==> config.mk <==
export PLATFORM = sky130hd
export DESIGN_NAME = movavg_stream
export DESIGN_NICKNAME = d
export VERILOG_FILES = /design/src/rtl/movavg_pkg.sv /design/src/rtl/movavg_window.sv /design/src/rtl/movavg_stream.sv
export SDC_FILE = /design/constraint.sdc
export NUM_CORES = 1
export LEC_CHECK = 0
export BUFFER_PORTS_ARGS = -buffer_cell sky130_fd_sc_hd__buf_4
export CORE_ASPECT_RATIO = 1.1
export CORE_UTILIZATION = 40
export DETAILED_ROUTE_END_ITERATION = 10
export GPL_TIMING_DRIVEN = 1
export PLACE_DENSITY = 0.53
export RECOVER_POWER = 50
export SLEW_MARGIN = 0
export SYNTH_ARGS = -nofsm -noshare
export SYNTH_HDL_FRONTEND = slang
export SYNTH_HIERARCHICAL = 1
export SYNTH_SLANG_ARGS = --single-unit
export TNS_END_PERCENT = 20
==> constraint.sdc <==
create_clock -name clk -period 9.8 [get_ports clk]
set_input_delay 1.47 -clock clk [delete_from_list [all_inputs] [get_ports clk]]
set_output_delay 1.47 -clock clk [all_outputs]
set_load 0.005 [all_outputs]
==> src/rtl/movavg_pkg.sv <==
// Shared sizing helpers and legal parameter range for the streaming moving-average filter.
// Pure elaboration-time content: no logic, no latency, no flow control.
package movavg_pkg;

   localparam int DEPTH_LOG2_MIN = 1;
   localparam int DEPTH_LOG2_MAX = 6;

   function automatic int sum_width(input int width, input int depth_log2);
      return width + depth_log2;
   endfunction

   function automatic bit depth_log2_legal(input int depth_log2);
      return (depth_log2 >= DEPTH_LOG2_MIN) && (depth_log2 <= DEPTH_LOG2_MAX);
   endfunction

endpackage

==> src/rtl/movavg_window.sv <==
// Circular sample buffer: presents the oldest entry (the one about to be overwritten) and the fill count.
// Write takes effect at the next edge; clear flushes the window; no backpressure.
module movavg_window #(
   parameter int WIDTH      = 64,
   parameter int DEPTH_LOG2 = 2
) (
   input  logic                  clk,
   input  logic                  rst,
   input  logic                  push,
   input  logic                  clear,
   input  logic [WIDTH-1:0]      din,
   output logic [WIDTH-1:0]      oldest,
   output logic [DEPTH_LOG2:0]   count
);

   localparam int DEPTH = 1 << DEPTH_LOG2;
   localparam logic [DEPTH_LOG2:0] FULL_CNT = {1'b1, {DEPTH_LOG2{1'b0}}};

   logic [WIDTH-1:0]      mem_q [DEPTH];
   logic [WIDTH-1:0]      mem_d [DEPTH];
   logic [DEPTH_LOG2-1:0] wptr_q, wptr_d;
   logic [DEPTH_LOG2:0]   count_q, count_d;

   always_comb begin
      mem_d   = mem_q;
      wptr_d  = wptr_q;
      count_d = count_q;
      if (clear) begin
         for (int i = 0; i < DEPTH; i++) mem_d[i] = '0;
         wptr_d  = '0;
         count_d = '0;
      end else if (push) begin
         mem_d[wptr_q] = din;
         wptr_d        = wptr_q + 1'b1;
         if (count_q != FULL_CNT) count_d = count_q + 1'b1;
      end
   end

   always_ff @(posedge clk or posedge rst) begin
      if (rst) begin
         for (int i = 0; i < DEPTH; i++) mem_q[i] <= '0;
         wptr_q  <= '0;
         count_q <= '0;
      end else begin
         mem_q   <= mem_d;
         wptr_q  <= wptr_d;
         count_q <= count_d;
      end
   end

   // Unwritten entries are zero, so the subtracted term is 0 until the window wraps.
   assign oldest = mem_q[wptr_q];
   assign count  = count_q;

endmodule

==> src/rtl/movavg_stream.sv <==
// Streaming moving average over 2**DEPTH_LOG2 samples: running sum plus registered sum/mean outputs.
// One cycle from accepted sample to dout_valid; accepts a sample every cycle, no backpressure.
module movavg_stream
   import movavg_pkg::*;
#(
   parameter int WIDTH      = 64,
   parameter int DEPTH_LOG2 = 2,
   parameter bit NORMALIZE  = 1'b1
) (
   input  logic                                     clk,
   input  logic                                     reset,
   input  logic                                     in_valid,
   input  logic [WIDTH-1:0]                         din,
   input  logic                                     clear,
   output logic                                     dout_valid,
   output logic [WIDTH-1:0]                         dout,
   output logic [sum_width(WIDTH, DEPTH_LOG2)-1:0]  dsum,
   output logic                                     dout_full
);

   localparam int SW = sum_width(WIDTH, DEPTH_LOG2);
   localparam logic [DEPTH_LOG2:0] LAST_CNT = {1'b0, {DEPTH_LOG2{1'b1}}};

   generate
      if (!depth_log2_legal(DEPTH_LOG2)) begin : g_bad_depth
         $error("movavg_stream: DEPTH_LOG2 outside supported range");
      end
   endgenerate

   logic [WIDTH-1:0]    oldest;
   logic [DEPTH_LOG2:0] fill_cnt;
   logic [SW-1:0]       sum_acc;

   logic [SW-1:0]    sum_q, sum_d;
   logic [SW-1:0]    dsum_q, dsum_d;
   logic [WIDTH-1:0] dout_q, dout_d;
   logic             dout_valid_q, dout_valid_d;
   logic             dout_full_q, dout_full_d;

   movavg_window #(
      .WIDTH      (WIDTH),
      .DEPTH_LOG2 (DEPTH_LOG2)
   ) u_window (
      .clk    (clk),
      .rst    (reset),
      .push   (in_valid),
      .clear  (clear),
      .din    (din),
      .oldest (oldest),
      .count  (fill_cnt)
   );

   // The sum always covers the oldest entry, so the subtraction cannot underflow.
   assign sum_acc = sum_q + {{DEPTH_LOG2{1'b0}}, din} - {{DEPTH_LOG2{1'b0}}, oldest};

   always_comb begin
      sum_d        = sum_q;
      dsum_d       = dsum_q;
      dout_d       = dout_q;
      dout_valid_d = 1'b0;
      dout_full_d  = dout_full_q;
      if (clear) begin
         sum_d       = '0;
         dout_full_d = 1'b0;
      end else if (in_valid) begin
         sum_d        = sum_acc;
         dsum_d       = sum_acc;
         dout_d       = NORMALIZE ? sum_acc[SW-1:DEPTH_LOG2] : sum_acc[WIDTH-1:0];
         dout_valid_d = 1'b1;
         dout_full_d  = (fill_cnt >= LAST_CNT);
      end
   end

   always_ff @(posedge clk or posedge reset) begin
      if (reset) begin
         sum_q        <= '0;
         dsum_q       <= '0;
         dout_q       <= '0;
         dout_valid_q <= 1'b0;
         dout_full_q  <= 1'b0;
      end else begin
         sum_q        <= sum_d;
         dsum_q       <= dsum_d;
         dout_q       <= dout_d;
         dout_valid_q <= dout_valid_d;
         dout_full_q  <= dout_full_d;
      end
   end

   assign dout_valid = dout_valid_q;
   assign dout       = dout_q;
   assign dsum       = dsum_q;
   assign dout_full  = dout_full_q;

endmodule

==> impl_metrics.tcl <==
set metrics [dict create \
    whs_path_depth 1 \
    synth_cell_types 66 \
    core_um2 63600 \
    io_pins 200 \
    finalSetupViolCount 0 \
    p_per_area_nw_per_um2 272 \
    synth_edf_count 0 \
    rows 97 \
    met3_usage_pct 3.73 \
    drv_slew 778 \
    clk_path_buf_depth 3 \
    drv_cap 8 \
    wl_per_cell_um 20.5 \
    holdPathEnd "sum_q[56]" \
    synthArstFlopShare_pct 100 \
    final_common_cell "dfrtp_1" \
    yosys_register_bits 395 \
    routed_wl_um 73100 \
    grtUsageMet2_pct 32.8 \
    vias 19647 \
    die_h_um 268 \
    synth-seq-area-share_pct 38.4 \
    worstSetupPathType "in2reg" \
    cts_setup_buffers 0 \
    tightest_slew_ns 6.18 \
    numPortBuffers 199 \
    cts.htree.levels 2 \
    status "finished with violations" \
    grt_pass1_vias 19153 \
    placement.cell_area_um2 27100 \
    cts.sinks 395 \
    reg2reg_from "u_window/wptr_q[1]" \
    timing.final.crit_share_pct 74.8 \
    postRouteAntennaNets 0 \
    cts_root_buf "clkbuf_16" \
    timing.slew.headroom_pct -312 \
    antenna_found_initial 3 \
    reg2reg_depth 14 \
    hold_viol 0 \
    crit_path_end_kind "register" \
    yosysWarnings 6 \
    synth-main-ff-cell "dfrtp_1" \
    drt_iter0_markers 1666 \
    met1_usage_pct 34.9 \
    syn_area_um2 25700 \
    ir_drop_mv 0.117 \
    grt_pass1_wl_um 116000 \
    fmax_mhz 136 \
    numCtsBuffers 45 \
    insertedDiodeCount 0 \
    grt_start_max_net_pins 236 \
    violations "DRC, capacitance limit, slew limit" \
    first_pass_iters 8 \
    initial_core_util_pct 40.5 \
    start_kind "input pin" \
    gr-total-overflow 0 \
    grt_most_used_layer "met1" \
    worstPathArrival_ns 7.76 \
    fin_area_um2 28500 \
    hold_buffers 0 \
    area_growth_pct 10.8 \
    cellLeakagePower_nw 13.1 \
    worstSkewPairLatency_ns 0.59 \
    avgSynthCellArea_um2 9.55 \
    fillCellCount 6214 \
    hpwl_um 49800 \
    syn_inst 2695 \
    post-route-min-period_ns 7.33 \
    r2r_slack_ns 3.89 \
    globalplace.congestion 0.880 \
    crit_fanout 235 \
    vias_per_cell 5.52 \
    synth_nets 2899 \
    rsz0062_at_grt "no" \
    die_area_um2 65400 \
    clock_skew_ns 0.0228 \
    final_net_count 2889 \
    tns_ns 0 \
    hp-class "reg2reg" \
    layout-drive-gt1-share_pct 23.3 \
    grt_usage_pct 22.5 \
    min-delay-start "sum_q[56]" \
    drc 5 \
    cts_tree "done" \
    die_w_um 244 \
    final_cell_mix "393 x dfrtp_1, 353 x a21oi_1, 279 x inv_1" \
    clk_pin_slew_ns 0.06 \
    cts.repair.resized 0 \
    worstPathRequired_ns 10.23 \
    r2r_end "dsum[64]" \
]
==> cell type report <==
type	count	area [um^2]	area share, %
clock buffer	70	1360	4.77
timing repair buffer	218	1620	5.67
multi-input combinational	1744	13400	47.1
clock inverter	11	96.3	0.338
inverter	281	1060	3.71
tap	841	1050	3.69
sequential	395	9890	34.7
==> power breakdown <==
part | switching [mW] | internal, mW | total [mW]
combinational | 2.40 | 1.54 | 3.94
clock | 0.702 | 0.979 | 1.68
sequential | 0.234 | 1.91 | 2.15
==> metal layers <==
layer	vias up	part of all wire, %
met4	2	1.5
met3	77	5.6
li1	9225	-
met5	-	0.023
met2	552	43
met1	9791	50
==> flip-flops by register name, indices dropped and copies added (netlist names) <==
name and count:
dout_full 1, sum_q 66, u_window/mem_q 256, u_window/wptr_q 2, dout_valid 1, u_window/count 3, dsum 66
==> per-stage QoR <==
stage / util [%] / worst slack (ns) / std cells / hold WS [ns] / total power [mW]
after global placement: 42.6 / 3.93 / 3479 / 0.467 / 6.09
after detailed placement: 42.6 / 3.86 / 3479 / 0.472 / 6.12
after floorplan: - / 1.15 / 2695 / 0.446 / 4.78
after CTS: 44.9 / 3.83 / 3560 / 0.490 / 7.84
after global routing: 44.8 / 1.89 / 3560 / 0.502 / 8.33
final: 44.8 / 2.47 / 3560 / 0.486 / 7.77
==> cell usage after synthesis (6+ instances only) <==
library cell	n	share of area [%]
nor2_1	59	0.86
o22ai_1	7	0.17
a211oi_1	8	0.23
buf_1	26	0.38
clkbuf_1	116	1.7
o21bai_1	11	0.32
xor2_1	27	0.92
a221oi_1	6	0.20
dfrtp_1	395	38
a21o_1	32	0.93
buf_6	6	0.26
inv_1	281	4.1
mux2_2	8	0.35
fa_1	64	5.0
nor2b_1	31	0.75
mux2i_1	40	1.6
nor3_1	17	0.33
mux4_2	64	5.6
and2_1	6	0.15
a22o_1	7	0.24
nand2_1	165	2.4
buf_2	55	1.1
a21bo_2	257	10
xnor2_1	27	0.92
buf_4	72	2.1
o21a_1	8	0.23
nand3_1	267	5.2
and3_1	10	0.24
ha_1	72	3.5
a21oi_1	353	6.9
nand4_1	20	0.49
a31oi_1	12	0.29
nand2b_1	12	0.29
o21ai_0	88	1.7
==> how the worst max path moves through the flow <==
stage                             from                 to  slack, ns  cells after the start
global route                  in_valid          sum_q[26]       1.89                      4
detailed placement  u_window/wptr_q[1]           dsum[64]       3.86                     14
global placement    u_window/wptr_q[1]           dsum[64]       3.93                     14
floorplan                        reset  u_window/count[0]       1.15                      1
finish                        in_valid           sum_q[9]       2.47                      4
CTS                 u_window/wptr_q[1]           dsum[64]       3.83                     14
==> cell families after synthesis <==
kind of cell / after synthesis / synth area share [%]
AOI/OAI and AO/OA: 833 / 22.7
and+or+nand+nor: 607 / 11.4
buffers and inverters: 556 / 9.60
DFF: 395 / 38.4
adders and majority gates: 136 / 8.48
muxes: 113 / 7.55
xor gates and xnor gates: 55 / 1.90
==> critical path, stage by stage <==
cell and delay [ns]:
clkbuf_1 1.93, clkbuf_2 3.43, mux2i_1 0.34, nor2b_1 0.30
No activity file was read; power rests on OpenSTA's default activity.
